==> src/rtl/muldiv_seq.sv <==
// Sequential RV32M multiply/divide unit.
// Multiplies by radix-2 shift-add and divides by restoring division, both on
// operand magnitudes, one bit per cycle. The sign is fixed up on completion.
// Divide-by-zero and signed overflow finish one cycle after accept.
//
// Ports:
//   clk, rst         clock and synchronous active-high reset
//   req_valid_i      requester offers an operation
//   req_ready_o      unit accepts an operation this cycle (IDLE, no flush/reset)
//   funct3_i         RV32M funct3 (MUL..REMU)
//   op_a_i, op_b_i   rs1 / rs2 values, latched at accept
//   flush_i          abandon any in-flight operation
//   rsp_valid_o      result available (DONE state)
//   rsp_ready_i      consumer takes the result
//   result_o         result, valid while rsp_valid_o
//   busy_o           unit is not in IDLE
module muldiv_seq #(
    parameter int unsigned XLEN = 32
) (
    input  logic            clk,
    input  logic            rst,
    input  logic            req_valid_i,
    output logic            req_ready_o,
    input  logic [2:0]      funct3_i,
    input  logic [XLEN-1:0] op_a_i,
    input  logic [XLEN-1:0] op_b_i,
    input  logic            flush_i,
    output logic            rsp_valid_o,
    input  logic            rsp_ready_i,
    output logic [XLEN-1:0] result_o,
    output logic            busy_o
);

    localparam int unsigned CNT_W = 6;

    localparam logic [1:0] S_IDLE = 2'd0;
    localparam logic [1:0] S_MUL  = 2'd1;
    localparam logic [1:0] S_DIV  = 2'd2;
    localparam logic [1:0] S_DONE = 2'd3;

    logic [1:0]       state_q,   state_n;
    logic [CNT_W-1:0] cnt_q,     cnt_n;
    logic [2:0]       f3_q,      f3_n;
    logic [XLEN-1:0]  opnd_q,    opnd_n;
    logic [XLEN-1:0]  hi_q,      hi_n;
    logic [XLEN-1:0]  lo_q,      lo_n;
    logic             neg_quo_q, neg_quo_n;
    logic             neg_rem_q, neg_rem_n;
    logic [XLEN-1:0]  result_q,  result_n;

    logic             accept;
    logic             a_signed, b_signed, a_neg, b_neg;
    logic [XLEN-1:0]  mag_a, mag_b;
    logic             b_zero, sgn_ovf;
    logic [XLEN:0]    mul_sum;
    logic [XLEN-1:0]  mul_hi_n, mul_lo_n;
    logic [2*XLEN-1:0] prod, prod_fix;
    logic [XLEN:0]    div_sh;
    logic             div_ge;
    logic [XLEN-1:0]  div_sub, div_hi_n, div_lo_n;
    logic [XLEN-1:0]  quo_fix, rem_fix;

    assign req_ready_o = (state_q == S_IDLE) && !flush_i && !rst;
    assign rsp_valid_o = (state_q == S_DONE);
    assign busy_o      = (state_q != S_IDLE);
    assign result_o    = result_q;
    assign accept      = req_valid_i && req_ready_o;

    // Operand signedness: MULH both, MULHSU rs1 only, DIV/REM both.
    assign a_signed = (funct3_i == 3'b001) || (funct3_i == 3'b010) ||
                      (funct3_i[2] && !funct3_i[0]);
    assign b_signed = (funct3_i == 3'b001) || (funct3_i[2] && !funct3_i[0]);
    assign a_neg    = a_signed && op_a_i[XLEN-1];
    assign b_neg    = b_signed && op_b_i[XLEN-1];
    assign mag_a    = a_neg ? (~op_a_i + XLEN'(1)) : op_a_i;
    assign mag_b    = b_neg ? (~op_b_i + XLEN'(1)) : op_b_i;
    assign b_zero   = (op_b_i == '0);
    assign sgn_ovf  = !funct3_i[0] && (op_b_i == '1) &&
                      (op_a_i == {1'b1, {(XLEN-1){1'b0}}});

    // One shift-add step: {hi,lo} holds partial product over the shifting multiplier.
    assign mul_sum  = {1'b0, hi_q} + (lo_q[0] ? {1'b0, opnd_q} : '0);
    assign mul_hi_n = mul_sum[XLEN:1];
    assign mul_lo_n = {mul_sum[0], lo_q[XLEN-1:1]};
    assign prod     = {mul_hi_n, mul_lo_n};
    assign prod_fix = neg_quo_q ? (~prod + (2*XLEN)'(1)) : prod;

    // One restoring step: hi is the partial remainder, lo shifts dividend out / quotient in.
    assign div_sh   = {hi_q, lo_q[XLEN-1]};
    assign div_ge   = (div_sh >= {1'b0, opnd_q});
    assign div_sub  = XLEN'(div_sh - {1'b0, opnd_q});
    assign div_hi_n = div_ge ? div_sub : div_sh[XLEN-1:0];
    assign div_lo_n = {lo_q[XLEN-2:0], div_ge};
    assign quo_fix  = neg_quo_q ? (~div_lo_n + XLEN'(1)) : div_lo_n;
    assign rem_fix  = neg_rem_q ? (~div_hi_n + XLEN'(1)) : div_hi_n;

    // Next-state and datapath update.
    always_comb begin
        state_n   = state_q;
        cnt_n     = cnt_q;
        f3_n      = f3_q;
        opnd_n    = opnd_q;
        hi_n      = hi_q;
        lo_n      = lo_q;
        neg_quo_n = neg_quo_q;
        neg_rem_n = neg_rem_q;
        result_n  = result_q;

        case (state_q)
            S_IDLE: begin
                if (accept) begin
                    cnt_n     = CNT_W'(XLEN - 1);
                    f3_n      = funct3_i;
                    neg_quo_n = a_neg ^ b_neg;
                    neg_rem_n = a_neg;
                    hi_n      = '0;
                    if (funct3_i[2]) begin
                        opnd_n = mag_b;
                        lo_n   = mag_a;
                        if (b_zero) begin
                            result_n = funct3_i[1] ? op_a_i : '1;
                            state_n  = S_DONE;
                        end else if (sgn_ovf) begin
                            result_n = funct3_i[1] ? '0 : op_a_i;
                            state_n  = S_DONE;
                        end else begin
                            state_n  = S_DIV;
                        end
                    end else begin
                        opnd_n  = mag_a;
                        lo_n    = mag_b;
                        state_n = S_MUL;
                    end
                end
            end
            S_MUL: begin
                hi_n = mul_hi_n;
                lo_n = mul_lo_n;
                if (cnt_q == '0) begin
                    result_n = (f3_q == 3'b000) ? prod_fix[XLEN-1:0]
                                                : prod_fix[2*XLEN-1:XLEN];
                    state_n  = S_DONE;
                end else begin
                    cnt_n = cnt_q - CNT_W'(1);
                end
            end
            S_DIV: begin
                hi_n = div_hi_n;
                lo_n = div_lo_n;
                if (cnt_q == '0) begin
                    result_n = f3_q[1] ? rem_fix : quo_fix;
                    state_n  = S_DONE;
                end else begin
                    cnt_n = cnt_q - CNT_W'(1);
                end
            end
            default: begin
                if (rsp_ready_i) begin
                    state_n = S_IDLE;
                end
            end
        endcase

        // Flush beats completion and the response handshake.
        if (flush_i) begin
            state_n = S_IDLE;
        end
    end

    always_ff @(posedge clk) begin
        if (rst) begin
            state_q   <= S_IDLE;
            cnt_q     <= '0;
            f3_q      <= '0;
            opnd_q    <= '0;
            hi_q      <= '0;
            lo_q      <= '0;
            neg_quo_q <= 1'b0;
            neg_rem_q <= 1'b0;
            result_q  <= '0;
        end else begin
            state_q   <= state_n;
            cnt_q     <= cnt_n;
            f3_q      <= f3_n;
            opnd_q    <= opnd_n;
            hi_q      <= hi_n;
            lo_q      <= lo_n;
            neg_quo_q <= neg_quo_n;
            neg_rem_q <= neg_rem_n;
            result_q  <= result_n;
        end
    end

endmodule

==> config.mk <==
export PLATFORM = sky130hd
export DESIGN_NAME = muldiv_seq
export DESIGN_NICKNAME = d
export VERILOG_FILES = /design/src/rtl/muldiv_seq.sv
export SDC_FILE = /design/constraint.sdc
export NUM_CORES = 1
export LEC_CHECK = 0
export CORE_ASPECT_RATIO = 0.75
export CORE_MARGIN = 2
export CORE_UTILIZATION = 30
export DETAILED_ROUTE_END_ITERATION = 7
export PLACE_DENSITY = 0.55
export REMOVE_ABC_BUFFERS = 1
export SETUP_SLACK_MARGIN = 0.5
export SLEW_MARGIN = 20
export SYNTH_ARGS = -nofsm -noshare
export SYNTH_HDL_FRONTEND = slang
export SYNTH_SLANG_ARGS = --single-unit
==> constraint.sdc <==
create_clock -name clk -period 5.9 [get_ports clk]
set_input_delay 0.885 -clock clk [delete_from_list [all_inputs] [get_ports clk]]
set_output_delay 0.885 -clock clk [all_outputs]
set_load 0.05 [all_outputs]
==> flow_summary.json, run 1 <==
{
  "outcome": "finished, final reports clean",
  "timing.slew.headroom_pct": 21.8,
  "synth.top_cells.by_area": "dfxtp_1 17%, nor2_1 6.5%, nand2_1 6.2%, o21ai_0 5.9%, a21oi_1 5.7%",
  "drv_slew": 0,
  "clockRootBuffer": "clkbuf_16",
  "synth_common_cells": "294 x nor2_1, 279 x nand2_1, 202 x o21ai_0",
  "worstReg2RegEnd": "result_o[24]$_SDFFE_PP0P_",
  "period_needed_ns": 5.18,
  "clk_path_buf_depth": 2,
  "globalRouteOverflowTotal": 0,
  "synth_most_common_cell": "nor2_1",
  "cts.hold.buffers_added": 0,
  "drt_pre_antenna_iters": 6,
  "hold_start": "result_o[6]$_SDFFE_PP0P_",
  "number_of_synthesized_flops_with_an_enable_pin": 0,
  "syn_avg_cell_area_um2": 6.78,
  "synth_sequential_area_ratio_pct": 16.6,
  "worst_hold_path.endpoint": "result_o[6]$_SDFFE_PP0P_",
  "vias_per_cell": 6.12,
  "final_min_period_over_clock_period_pct": 87.9,
  "worstSetupStartpointType": "flip-flop",
  "final_report_hold_violation_count": 0,
  "grt_antenna_before_repair": 3,
  "timing.max_cap.violations": 0,
  "placeableCoreArea_mm2": 0.0560,
  "wl_per_cell_um": 24.0,
  "grt_first_pass_wirelength_mm": 114,
  "synthDominantCellAreaShare_pct": 16.6,
  "cts-buffers-inserted": 17,
  "post-route-util_pct": 34.2,
  "peakVddDrop_v": 0.000178,
  "vias_in_the_first_global_route": 18000,
  "via_count": 19700,
  "r2r_cell_count": 14,
  "share_of_async_settable_or_async_resettable_flops_after_synthesis_pct": 0,
  "fillCellCount": 5971,
  "post-route-worst-setup-slack_ns": 0.717,
  "layout-area-overhead-vs-synth_pct": 12.7,
  "worst_ep_arrival_time_ns": 5.50,
  "synth-seq-cells": 141,
  "dieWidth_um": 279,
  "path_max_fanout": 9,
  "synth-warning-count": 0,
  "place_worst_setup_slack_ns": 0.630,
  "placement_rows": 75,
  "fp.dieArea_mm2": 0.0587,
  "route.final.wire_length_mm": 77.6,
  "area_of_the_multi_input_gates_mm2": 0.0132,
  "cp.required_ns": 6.21,
  "timing.rr.start": "hi_q[0]$_SDFFE_PP0P_",
  "tns_ns": 0,
  "timing.setup.critical_path_class": "reg -> reg",
  "synth_cell_type_count": 85,
  "cts-htree-levels": 4,
  "drt_iter0_drc": 2774,
  "place.gp.congestion": 0.983,
  "die_height_um": 210,
  "report.final.setup_viol": 0,
  "clk_pin_slew_ns": 0.08,
  "netlist_area_mm2": 0.0170,
  "final_layout_size_suffix_gt1_share_pct": 5.21,
  "r2r_setup_slack_ns": 0.72,
  "placedCellCount": 3193,
  "port_buffers": 106,
  "grt_start_max_net_pins": 73,
  "finalNonFillerCells": 3228,
  "synth_top_area_cell": "dfxtp_1",
  "place.detailed.hpwl_mm": 59.5,
  "rsz0062_at_grt": "no",
  "num_io_pins": 107,
  "global_route_usage_over_all_layers_pct": 25.4,
  "synthCells": 2510,
  "fmax_mhz": 193,
  "drc": 0,
  "floorplan.initialDensity_pct": 30.4,
  "worstSkewPairLatency_ns": 0.46,
  "clock-skew-final_ns": 0.0210,
  "whs_path_depth": 2,
  "min_path_type": "reg -> reg",
  "worst_tran_pin_value_ns": 1.16,
  "register_area_mm2": 0.00282,
  "synth_ff_type": "dfxtp_1",
  "p_leak_nw": 6.95,
  "finish.net_count": 2632,
  "remaining_antenna_violation_count_after_routing": 0,
  "clock_sink_count": 141,
  "powerDensity_mw_per_mm2": 204,
  "crit_path_end_kind": "flip-flop",
  "tritoncts_clock_tree": "done"
}
-- flip-flops by register name, summed over array words and instances, names as in the netlist, 2 cells and up --
signal    flops
cnt_q         6
f3_q          3
hi_q         32
lo_q         32
opnd_q       32
result_o     32
state_q       2
-- worst max-delay path by stage --
stage,from,endpoint
floorplan,state_q[0]$_SDFFE_PP0P_,result_o[24]$_SDFFE_PP0P_
global placement,op_a_i[3],result_o[21]$_SDFFE_PP0P_
detailed placement,op_a_i[3],result_o[21]$_SDFFE_PP0P_
CTS,lo_q[0]$_SDFFE_PP0P_,result_o[31]$_SDFFE_PP0P_
global route,hi_q[0]$_SDFFE_PP0P_,result_o[27]$_SDFFE_PP0P_
finish,hi_q[0]$_SDFFE_PP0P_,result_o[24]$_SDFFE_PP0P_
-- cell families (layout without fill, tap and decap cells) --
kind of cell | count (synthesis) | count (layout) | share of synthesized area, %
fa+ha+maj | 105 | 105 | 7.41
xor+xnor | 196 | 196 | 10.1
other cells | 0 | 2 | 0
mux | 60 | 60 | 3.57
flops | 141 | 141 | 16.6
buf+inv | 276 | 261 | 6.37
compound gates | 796 | 796 | 30.5
simple gates | 936 | 936 | 25.5
-- metal layers --
metal / vias up / GRT usage (%) / routed length, um
li1: 9092 / - / -
met1: 9496 / 37.1 / 36200
met2: 1039 / 35.7 / 31000
met3: 119 / 6.42 / 7830
met4: 2 / 9.08 / 2550
met5: - / 0 / 12
-- area by class of cell --
type	instances	share of cell area [%]
Tap cell	731	4.77
Clock buffer	17	2.22
Sequential cell	141	14.7
Antenna cell	2	0.0261
Timing Repair Buffer	155	7.43
Inverter	74	1.45
Clock inverter	15	0.777
Multi-Input combinational cell	2093	68.6
-- layout by cell type, fill, tap and decap left out, types with 73 or more instances in the layout --
master	instances
nor2_1	292
nand2_1	279
o21ai_0	202
a21oi_1	194
dfxtp_1	140
xnor2_1	109
clkdlybuf4s50_1	104
xor2_1	87
nor3_1	83
ha_1	73
-- per-stage QoR --
step / power [mW] / hold slack [ns] / instance area [um2]
after global placement: 2.70 / 0.449 / 18600
after floorplan: 2.08 / 0.426 / 16200
final: 3.91 / 0.464 / 19200
after global routing: 4.06 / 0.489 / 19200
after detailed placement: 2.71 / 0.451 / 18600
after CTS: 3.86 / 0.463 / 19100
-- power breakdown --
group	leakage [nW]	switching [mW]	internal [mW]	total, mW
combinational	5.53	1.14	0.561	1.70
sequential	1.14	0.0636	0.986	1.05
clock	0.277	0.566	0.596	1.16
-- critical path, stage by stage (launching register included) --
cell      delay, ns
dfxtp_1        0.53
ha_1           0.23
inv_1          0.05
fa_1           0.40
nor2b_1        0.38
o211ai_1       0.26
a211oi_1       0.55
nor3_1         0.13
xnor2_1        0.19
or2_2          0.35
nor4_1         0.98
a41oi_1        0.24
xnor2_1        0.18
a311oi_1       0.45
nor4_1         0.11
-- repair_timing --
item	in CTS	in global routing
setup endpoints to repair	0	9
gates resized for setup	0	3
buffers inserted	0	1
Note: power is estimated with default switching activity, not from simulation.
==> run 2, diff against run 1 <==
- CELL_PAD_IN_SITES_DETAIL_PLACEMENT: unset -> 1
- CELL_PAD_IN_SITES_GLOBAL_PLACEMENT: unset -> 1
- PLACE_DENSITY: 0.55 -> 0.68
==> run 2 against run 1 <==
  * Design area is essentially flat
  * Clock-buffer cell count grew 2
  * Non-clock buffer count grew 4
  * Hold slack lost 0.0010 ns
  * Utilization is essentially flat
  * Critical endpoint is now result_o[31]$_SDFFE_PP0P_
  * Sequential share of layout area is essentially flat
  * Maximum frequency shrank 0.37%
  * Clock power shrank 4%
  * Register-to-register slack lost 0.02 ns
  * Global-route usage grew 2.1 points
  * Largest cell class unchanged
  * Routed wire length grew 6.8%
  * Clock skew shrank 0.0067 ns
  * Critical path type unchanged
==> flow_summary.json, run 2 (synthesized netlist as in run 1, its figures left out) <==
{
  "grt_antenna_before_repair": 2,
  "cts.hold.buffers_added": 0,
  "drv_slew": 0,
  "worstSetupStartpointType": "flip-flop",
  "num_antenna_cells": 0,
  "global_route_usage_over_all_layers_pct": 27.5,
  "drc": 0,
  "final_area_mm2": 0.0192,
  "port_buffers": 106,
  "post-route-worst-setup-slack_ns": 0.698,
  "register_area_mm2": 0.00282,
  "clockRootBuffer": "clkbuf_16",
  "placement_rows": 75,
  "place.gp.congestion": 1.00,
  "fillCellCount": 7031,
  "clock_sink_count": 141,
  "area_of_the_multi_input_gates_mm2": 0.0132,
  "grt_first_pass_wirelength_mm": 124,
  "placeableCoreArea_mm2": 0.0560,
  "crit_path_end_kind": "flip-flop",
  "min_path_type": "reg -> reg",
  "rsz0062_at_grt": "no",
  "final_min_period_over_clock_period_pct": 88.2,
  "clk_pin_slew_ns": 0.07,
  "wl_per_cell_um": 25.7,
  "place_worst_setup_slack_ns": 0.559,
  "globalRouteOverflowTotal": 0,
  "timing.max_cap.violations": 0,
  "cts-htree-levels": 4,
  "place.detailed.hpwl_mm": 64.3,
  "drt_iter0_drc": 2094,
  "layout-area-overhead-vs-synth_pct": 12.8,
  "via_count": 20100,
  "remaining_antenna_violation_count_after_routing": 0,
  "outcome": "finished, final reports clean",
  "die_height_um": 210,
  "grt_start_max_net_pins": 77,
  "fp.dieArea_mm2": 0.0587,
  "fmax_mhz": 192,
  "final_report_hold_violation_count": 0,
  "cts-buffers-inserted": 17,
  "timing.slew.headroom_pct": 22.5,
  "num_io_pins": 107,
  "route.final.wire_length_mm": 82.9,
  "detailed_place.area_mm2": 0.0186,
  "powerDensity_mw_per_mm2": 205,
  "peakVddDrop_v": 0.000213,
  "final_layout_size_suffix_gt1_share_pct": 5.40,
  "worst_tran_pin_value_ns": 1.15,
  "mostFrequentLayoutCell": "nor2_1",
  "timing.setup.critical_path_class": "reg -> reg",
  "drt_pre_antenna_iters": 5,
  "floorplan.initialDensity_pct": 30.4,
  "tritoncts_clock_tree": "done",
  "layout.cells.most_common_list": "292 x nor2_1, 279 x nand2_1, 200 x o21ai_0",
  "finish.net_count": 2636,
  "dieWidth_um": 279,
  "cp.required_ns": 6.27,
  "period_needed_ns": 5.20,
  "worstSkewPairLatency_ns": 0.47,
  "report.final.setup_viol": 0,
  "path_max_fanout": 6,
  "vias_per_cell": 6.22,
  "vias_in_the_first_global_route": 19600,
  "p_leak_nw": 6.97,
  "placedCellCount": 3196,
  "finalNonFillerCells": 3230,
  "worst_ep_arrival_time_ns": 5.57,
  "clock-skew-final_ns": 0.0143,
  "clk_path_buf_depth": 2
}
==> run 2: cell type report <==
type | instances | area share (%)
clock buffer | 19 | 2.31
clock inverter | 13 | 0.613
inverter | 74 | 1.45
multi-input combinational | 2093 | 68.6
sequential | 141 | 14.7
tap | 731 | 4.77
timing repair buffer | 159 | 7.56
==> run 2: through the flow <==
step	hold WS (ns)	utilization [%]	TNS, ns	power (mW)
4_1_cts	0.462	34.2	0	3.88
6_report	0.463	34.3	0	3.93
3_5_place_dp	0.447	33.2	0	2.77
2_1_floorplan	0.426	-	-3.49	2.08
5_1_grt	0.502	34.3	0	4.10
3_3_place_gp	0.448	33.2	0	2.74
==> run 2: power by group <==
part           total (mW)  leakage, nW  switching (mW)  internal (mW)
Combinational        1.76         5.55            1.19          0.573
Clock                1.11        0.273           0.522          0.593
Sequential           1.05         1.14          0.0657          0.987
Total                3.93         6.97            1.78           2.15
==> run 2: worst paths after layout <==
path | slack [ns] | start | endpoint | cells past startpoint
setup reg to reg | 0.70 | lo_q[0]$_SDFFE_PP0P_ | result_o[31]$_SDFFE_PP0P_ | 14
setup / recovery | 0.70 | lo_q[0]$_SDFFE_PP0P_ | result_o[31]$_SDFFE_PP0P_ | 14
hold / removal | 0.46 | result_o[4]$_SDFFE_PP0P_ | result_o[4]$_SDFFE_PP0P_ | 2
hold reg to reg | 0.46 | result_o[4]$_SDFFE_PP0P_ | result_o[4]$_SDFFE_PP0P_ | 2
==> run 2: repair_timing <==
action | 4_1_cts | 5_1_grt
buffers inserted | 0 | 2
hold endpoints to repair | 0 | 0
resized for setup | 1 | 4
pin swaps | 0 | 2
endpoints found under the setup margin | 1 | 7
==> run 2: critical path: stages (launching register included) <==
cell,delay [ns]
dfxtp_1,0.36
and2_1,0.19
ha_1,0.48
nor3_1,0.76
nand3_1,0.34
nor3_1,0.30
o2111ai_1,0.29
nand3b_1,0.38
nor3_1,0.62
and2_1,0.36
nor3b_1,0.30
and3_1,0.19
o21ai_1,0.06
a32o_1,0.27
a41o_1,0.20
==> run 2: metal layers <==
layer | up-vias | part of all wire, % | GRT usage [%]
li1 | 9085 | - | -
met1 | 10100 | 48 | 40.9
met2 | 819 | 41 | 40.1
met3 | 121 | 7.7 | 4.36
met4 | 2 | 3.0 | 8.97
met5 | - | 0.014 | 0
